File: src/rtl/bcd_stopwatch.sv
// Four-digit BCD stopwatch: a debounced-by-synchronizer start/stop button toggles
// run/stop, and a prescaler advances the BCD count once every TICK_DIV clocks.
module bcd_stopwatch #(
  parameter int unsigned TICK_DIV = 500000
) (
  input  logic       clk,
  input  logic       rst,
  input  logic       start_stop,
  input  logic       clr,
  output logic [3:0] dig0,
  output logic [3:0] dig1,
  output logic [3:0] dig2,
  output logic [3:0] dig3,
  output logic       running,
  output logic       overflow
);

  localparam int unsigned PW = $clog2(TICK_DIV);
  localparam logic [PW-1:0] PRE_LAST = PW'(TICK_DIV - 1);

  typedef enum logic {
    STOPPED = 1'b0,
    RUNNING = 1'b1
  } state_e;

  state_e state_q, state_d;

  logic sync1_q, sync2_q, prev_q;
  logic [1:0] warm_q;
  logic startEdge;
  logic tick;

  logic [PW-1:0] pre_q, pre_d;
  logic [3:0][3:0] digs_q, digs_d;
  logic ovf_q, ovf_d;
  logic carry;

  // During the first two edges after reset prev tracks sync1, so a button already
  // held high at reset release lands in prev and sync2 together and is not an edge.
  always_ff @(posedge clk or posedge rst) begin
    if (rst) begin
      sync1_q <= 1'b0;
      sync2_q <= 1'b0;
      prev_q  <= 1'b0;
      warm_q  <= 2'd0;
    end else begin
      sync1_q <= start_stop;
      sync2_q <= sync1_q;
      prev_q  <= (warm_q != 2'd2) ? sync1_q : sync2_q;
      warm_q  <= (warm_q == 2'd2) ? 2'd2 : warm_q + 2'd1;
    end
  end

  assign startEdge = sync2_q & ~prev_q;
  assign tick      = (state_q == RUNNING) && (pre_q == PRE_LAST);

  always_comb begin
    state_d = state_q;
    pre_d   = pre_q;
    digs_d  = digs_q;
    ovf_d   = ovf_q;
    carry   = 1'b0;
    if (clr) begin
      state_d = STOPPED;
      pre_d   = '0;
      digs_d  = '0;
      ovf_d   = 1'b0;
    end else begin
      if (tick) begin
        pre_d = '0;
        carry = 1'b1;
        // Ripple the increment through the digits; a carry out of the top digit is the wrap.
        for (int i = 0; i < 4; i++) begin
          if (carry) begin
            if (digs_q[i] >= 4'd9) begin
              digs_d[i] = 4'd0;
            end else begin
              digs_d[i] = digs_q[i] + 4'd1;
              carry     = 1'b0;
            end
          end
        end
        if (carry) begin
          ovf_d = 1'b1;
        end
      end else if (state_q == RUNNING) begin
        pre_d = pre_q + PW'(1);
      end
      if (startEdge) begin
        state_d = (state_q == RUNNING) ? STOPPED : RUNNING;
      end
    end
  end

  always_ff @(posedge clk or posedge rst) begin
    if (rst) begin
      state_q <= STOPPED;
      pre_q   <= '0;
      digs_q  <= '0;
      ovf_q   <= 1'b0;
    end else begin
      state_q <= state_d;
      pre_q   <= pre_d;
      digs_q  <= digs_d;
      ovf_q   <= ovf_d;
    end
  end

  assign dig0     = digs_q[0];
  assign dig1     = digs_q[1];
  assign dig2     = digs_q[2];
  assign dig3     = digs_q[3];
  assign running  = (state_q == RUNNING);
  assign overflow = ovf_q;

endmodule

File: config.mk
export PLATFORM = sky130hd
export DESIGN_NAME = bcd_stopwatch
export DESIGN_NICKNAME = d
export VERILOG_FILES = /design/src/rtl/bcd_stopwatch.sv
export SDC_FILE = /design/constraint.sdc
export NUM_CORES = 1
export LEC_CHECK = 0
export ABC_AREA = 1
export BUFFER_PORTS_ARGS = -buffer_cell sky130_fd_sc_hd__buf_2
export CAP_MARGIN = 10
export CORE_MARGIN = 3
export CORE_UTILIZATION = 45
export CTS_CLUSTER_SIZE = 14
export DETAILED_ROUTE_END_ITERATION = 16
export GPL_TIMING_DRIVEN = 0
export PLACE_DENSITY = 0.59
export SYNTH_ARGS = -nofsm -noshare
export SYNTH_HDL_FRONTEND = slang
export SYNTH_SLANG_ARGS = --single-unit
export TNS_END_PERCENT = 30
File: constraint.sdc
create_clock -name clk -period 3.2 [get_ports clk]
set_input_delay 0.48 -clock clk [delete_from_list [all_inputs] [get_ports clk]]
set_output_delay 0.48 -clock clk [all_outputs]
set_load 0.02 [all_outputs]
# ---- After elaboration in Yosys (flattened, before gate mapping)
# Cells that the tools add are included.
dict set report totals {
  regBits 42
  out_inout_bits 18
  elab_cells 73
}
dict set report classes {
  add_sub_neg 6
  n_lt_le_gt_ge 4
  n_eq_ne 3
  mux 35
  bitwise 2
  n_reduce_logical 12
}
# cell n
set op_table {}
lappend op_table {{$mux 19} 3}
lappend op_table {{$mux 16} 2}
lappend op_table {{$mux 4} 7}
lappend op_table {{$mux 1} 22}
lappend op_table {{$add 19x1->19 const B} 1}
lappend op_table {{$eq 19x19->1 const B} 1}
lappend op_table {{$add 4x1->4 const B} 4}
lappend op_table {{$ge 4x4->1 const B} 4}
lappend op_table {{$reduce_bool 2->1} 6}
lappend op_table {{$reduce_and 2->1} 4}
lappend op_table {{$reduce_bool 3->1} 1}
lappend op_table {{$add 2x1->2 const B} 1}
lappend op_table {{$eq 2x2->1 const B} 1}
lappend op_table {{$mux 2} 1}
lappend op_table {{$ne 2x2->1 const B} 1}
lappend op_table {{$and 1x1->1} 1}
lappend op_table {{$logic_and 1x1->1} 1}
lappend op_table {{$not 1->1} 1}

# ---- Logic depth before layout (Yosys ltp)
dict set report depth {
  depth_word 16
  ltp_mapped 11
  ltp_nobuf 11
}

# ---- Worst setup path before layout
# No wires, ideal clock.
dict set report synth_path {
  path_kind {register -> register}
  start {register digs_q, in the netlist dig0[0]}
  end {register digs_q, in the netlist dig3[0]}
  arrival_ps 1470
  t_required_ps 3074
  setup_slack_ps 1604
  path_stages_with_launch 11
  n_path_buf 0
  period_less_slack_ps 1596
  cell_sequence {dfrtp_1 -> inv_1 -> ha_1 -> nand2_1 -> nand2_1 -> nor2_4 -> nand2_1 -> nand2_1 -> nand2_4 -> nand2_1 -> o21ai_0}
}
dict set report synth_via {
  elab_chain_cells 12
}
# element line_no
set synth_rtl {}
lappend synth_rtl {{from (decl)} 34} ;# logic [3:0][3:0] digs_q, digs_d;
lappend synth_rtl {{from (signal assigned)} 104} ;# digs_q <= digs_d;
lappend synth_rtl {{$ge 4x4->1} 75} ;# if (digs_q[i] >= 4'd9) begin
lappend synth_rtl {{$mux 1} 75}
lappend synth_rtl {{$mux 1} 69} ;# if (tick) begin
lappend synth_rtl {{$mux 1} 63} ;# if (clr) begin
lappend synth_rtl {{$mux 1} 74} ;# if (carry) begin
lappend synth_rtl {{$mux 1} 69}
lappend synth_rtl {{$mux 1} 63}
lappend synth_rtl {{$mux 1} 74}
lappend synth_rtl {{$mux 1} 69}
lappend synth_rtl {{$mux 1} 63}
lappend synth_rtl {{$reduce_bool 2->1 (no source line)} n/a}
lappend synth_rtl {{$reduce_and 2->1 (no source line)} n/a}
# Every way passes these cells. The select of a mux whose other input is x is not followed.
# A chain may end at the register's enable or synchronous reset.

# ---- Worst setup path in the final report
dict set report layout_path {
  start {register digs_q, in the netlist dig2[0]}
  end {register digs_q, in the netlist dig3[1]}
}
dict set report layout_via {
  elab_chain_cells 7
}
# element line_no
set layout_rtl {}
lappend layout_rtl {{$ge 4x4->1} 75}
lappend layout_rtl {{$mux 1} 75}
lappend layout_rtl {{$mux 1} 74}
lappend layout_rtl {{$mux 1} 69}
lappend layout_rtl {{$mux 1} 63}
lappend layout_rtl {{$reduce_bool 2->1 (no source line)} n/a}
lappend layout_rtl {{$reduce_and 2->1 (no source line)} n/a}
# Every way passes these cells. The select of a mux whose other input is x is not followed.

==> summary.md <==
| Metric | Value |
|---|---|
| Setup Viol. Count Final | 0 |
| FP Rows | 26 |
| Commonest cells post-synth | nand2_1 (79), dfrtp_1 (42), inv_1 (40) |
| Worst vdd ir | 208 uV |
| Core ar. | 5270 um^2 |
| Delay-heaviest family, CP | compound AO/OA/AOI/OAI gates |
| Max-slew violations | 0 |
| Crit path DAT | roughly 1.8 ns |
| Worst-margin pin slew | between 0.4 and 0.5 ns |
| Worst path required time | roughly 3.4 ns |
| CTS tree | built |
| Vias in the first global route | between 2000 and 2500 |
| Worst min path class | in -> async |
| H-tree levels | 2 |
| P per Cell Area | around 440 nW/um^2 |
| Maximum clock path buffer count | 2 |
| Final hold viol count | 0 |
| NetSw | 317 uW |
| Pwr Total | 1.25 mW |
| Area delta synth->final | 13.9% |
| Residual DRC | 0 |
| CP max stage delay | between 0.4 and 0.5 ns |
| CP Cell Sequence | inv_1 > ha_1 > a21boi_1 > nand2_1 > nand2_1 > nand2_4 > nand2_1 > o21ai_0 |
| Most common cell type on the critical path | nand2_1 |
| Routed length per instance | between 10 and 15 um |
| Gr usage total | 18.6% |
| Fmax | 600 MHz |
| GR Overflow Total | 0 |
| # resized after CTS | 0 |
| Layout Skew | 0.00673 ns |
| Number of synthesized flops with an enable pin | 0 |
| Antenna Cells | 0 |
| Worst Setup End Kind | flip-flop |
| Clock net sink count | between 40 and 50 |
| Detail Route Antenna Nets | 0 |
| # port buffers | 20 |
| Final min period | 1.67 ns |
| Hpwl dp | 3910 um |
| Die Ht | 80.9 um |
| Area leader, netlist | dfrtp_1 |
| Clock Latency Late Sink | about 0.29 ns |
| FFs w/ async S/R, synth | 100% |
| Crit share post-route | about 52% |
| Static leakage | 1.36 nW |
| Slowest CP cell | dfrtp_1 |
| Synth area leaders | dfrtp_1 (42%), nand2_1 (12%), ha_1 (7.4%) |
| Io pins | 22 |
| Crit-path max FO | 8 |
| Post-synthesis cell count | 324 |
| CTS Hold Bufs | 0 |
| Multi-input logic area | 1280 um^2 |
| Sequential share of power | a little under half |
| Startpoint Class | flip-flop |
| Clock slew at reported path FFs | 0.09 ns |
| Layout Nets | 371 |
| Yosys warns | 0 |
| Syn Nets | 343 |
| First-pass GRT wire length | 9490 um |
| Detailed Routing Iterations Pass 1 | 4 |
| Synthesized area | 2520 um^2 |
| Sequential area share after synthesis | 41.6% |
| Drt total wl | about 5300 um |
| Filler Cells Inserted | 533 |
| Pin count of the biggest net entering global routing | 43 |
| Clock power share | a little over two fifths |
| Synthesis-stage register bit count | 42 |
| Initial Util | between 40% and 50% |
| Ys flop type | dfrtp_1 |
| # Max-Cap Violations | 0 |
| Switching Fraction | 25.4% |
| Synth unique cells | 32 |
| Via count | 2155 |
| RSZ-0062 raised after global routing | no |
| Post-CTS Setup Inserts | 0 |
| Initial antenna violation count | 0 |
| Inserted Clock Buffers | 5 |
| Most common cell in the netlist | nand2_1 |
| Via-to-Cell Ratio | 5.09 |
| Root buffer cell | clkbuf_8 |
| Register area | 1050 um^2 |
| Buf+Inv Stages, Crit Path | 1 |
| Die area | 6550 um^2 |
| Avg Inst Size Synth | 7.79 um^2 |
| Share of cells above drive strength 1 | 13.9% |
| Outcome | complete, no violations |
| Worst setup path class | reg -> reg |
| Share of the synthesized area in the top cell type | 41.6% |
| Initial DRC count | 104 |
| Pint | 934 uW |
| Comb power frac | 12.5% |
| Setup TNS | 0 ns |
| Slew HR | roughly 68% |
| Gpl congestion | 0.851 |
| Chip Width | roughly 80 um |
## sequential cells by signal (all words and copies together) (netlist names)
name      flops
dig0          4
dig1          4
dig2          4
dig3          4
overflow      1
pre_q        19
prev_q        1
running       1
sync1_q       1
sync2_q       1
warm_q        2
## tightest hold or removal path, stage by stage
cell and delay (ns):
buf_2 0.10, inv_2 0.06, buf_12 0.23
## power groups by stage
stage	registers, mW	clock network, mW	logic, mW
floorplan	0.600	0	0.0926
global route	0.579	0.559	0.179
detailed placement	0.586	0	0.159
global placement	0.586	0	0.154
finish	0.575	0.521	0.156
CTS	0.575	0.533	0.160
## per-layer routing
layer | track usage, % | routed length (um) | share of wire (%) | vias up
met2 | 27.9 | 2410 | 45 | 43
met5 | 0 | 0 | 0 | -
met1 | 26.9 | 2600 | 49 | 1008
li1 | - | - | - | 1102
met3 | 3.88 | 254 | 4.8 | 2
met4 | 5.41 | 27 | 0.51 | 0
## per-stage QoR
| step | instances | area (um^2) | utilization, % | hold slack [ns] | worst slack (ns) |
|---|---|---|---|---|---|
| 6_report | 423 | 2880 | 54.6 | 0.200 | 1.53 |
| 5_1_grt | 423 | 2880 | 54.6 | 0.212 | 1.27 |
| 4_1_cts | 423 | 2880 | 54.6 | 0.206 | 1.51 |
| 3_5_place_dp | 415 | 2730 | 51.9 | 0.369 | 1.46 |
| 3_3_place_gp | 414 | 2710 | 51.5 | 0.360 | 1.13 |
| 2_1_floorplan | 324 | 2520 | - | 0.350 | 1.60 |
## path summary, 6_finish.rpt
| check | slack (ns) | depth (start not counted) | to | start |
|---|---|---|---|---|
| max | 1.53 | 8 | dig3[1] | dig2[0] |
| min | 0.20 | 3 | pre_q[13] | rst |
| max reg2reg | 1.53 | 8 | dig3[1] | dig2[0] |
| min reg2reg | 0.38 | 0 | sync2_q | sync1_q |
| max in group asynchronous | 2.80 | 3 | dig2[2] | rst |
| min in group clk | 0.29 | 1 | sync1_q | start_stop |
## cell usage in the layout (no fill, tap or decap), types with 2 or more instances in the layout
cell type,n
o22ai_1,2
nand4_1,10
clkinv_1,2
clkbuf_8,6
ha_1,15
nor2_2,3
o21ai_2,3
nor2_4,3
xnor2_1,2
nor2_1,39
bufinv_16,2
inv_1,39
a21oi_1,8
dfrtp_1,42
nand3_1,24
o21ai_1,3
a31oi_1,3
nand2_4,2
buf_2,20
nor3_1,10
xor2_1,7
nand2_2,3
o21ai_0,13
nand2_1,79
## kinds of logic after synthesis
logic type | share of synthesized area, %
simple gates | 31.1
buf+inv | 7.58
flops | 41.6
compound gates | 8.28
fa+ha+maj | 7.43
xor+xnor | 3.12
mux | 0.842
## layout make-up
cell class / instances / area share (%)
Multi-Input combinational cell: 237 / 44.6
Sequential cell: 42 / 36.6
Inverter: 42 / 5.48
Timing Repair Buffer: 21 / 4.18
Tap cell: 70 / 3.05
Clock buffer: 6 / 2.87
Clock inverter: 2 / 2.09
Buffer: 3 / 1.17
Power figures use the tool's default switching activity.
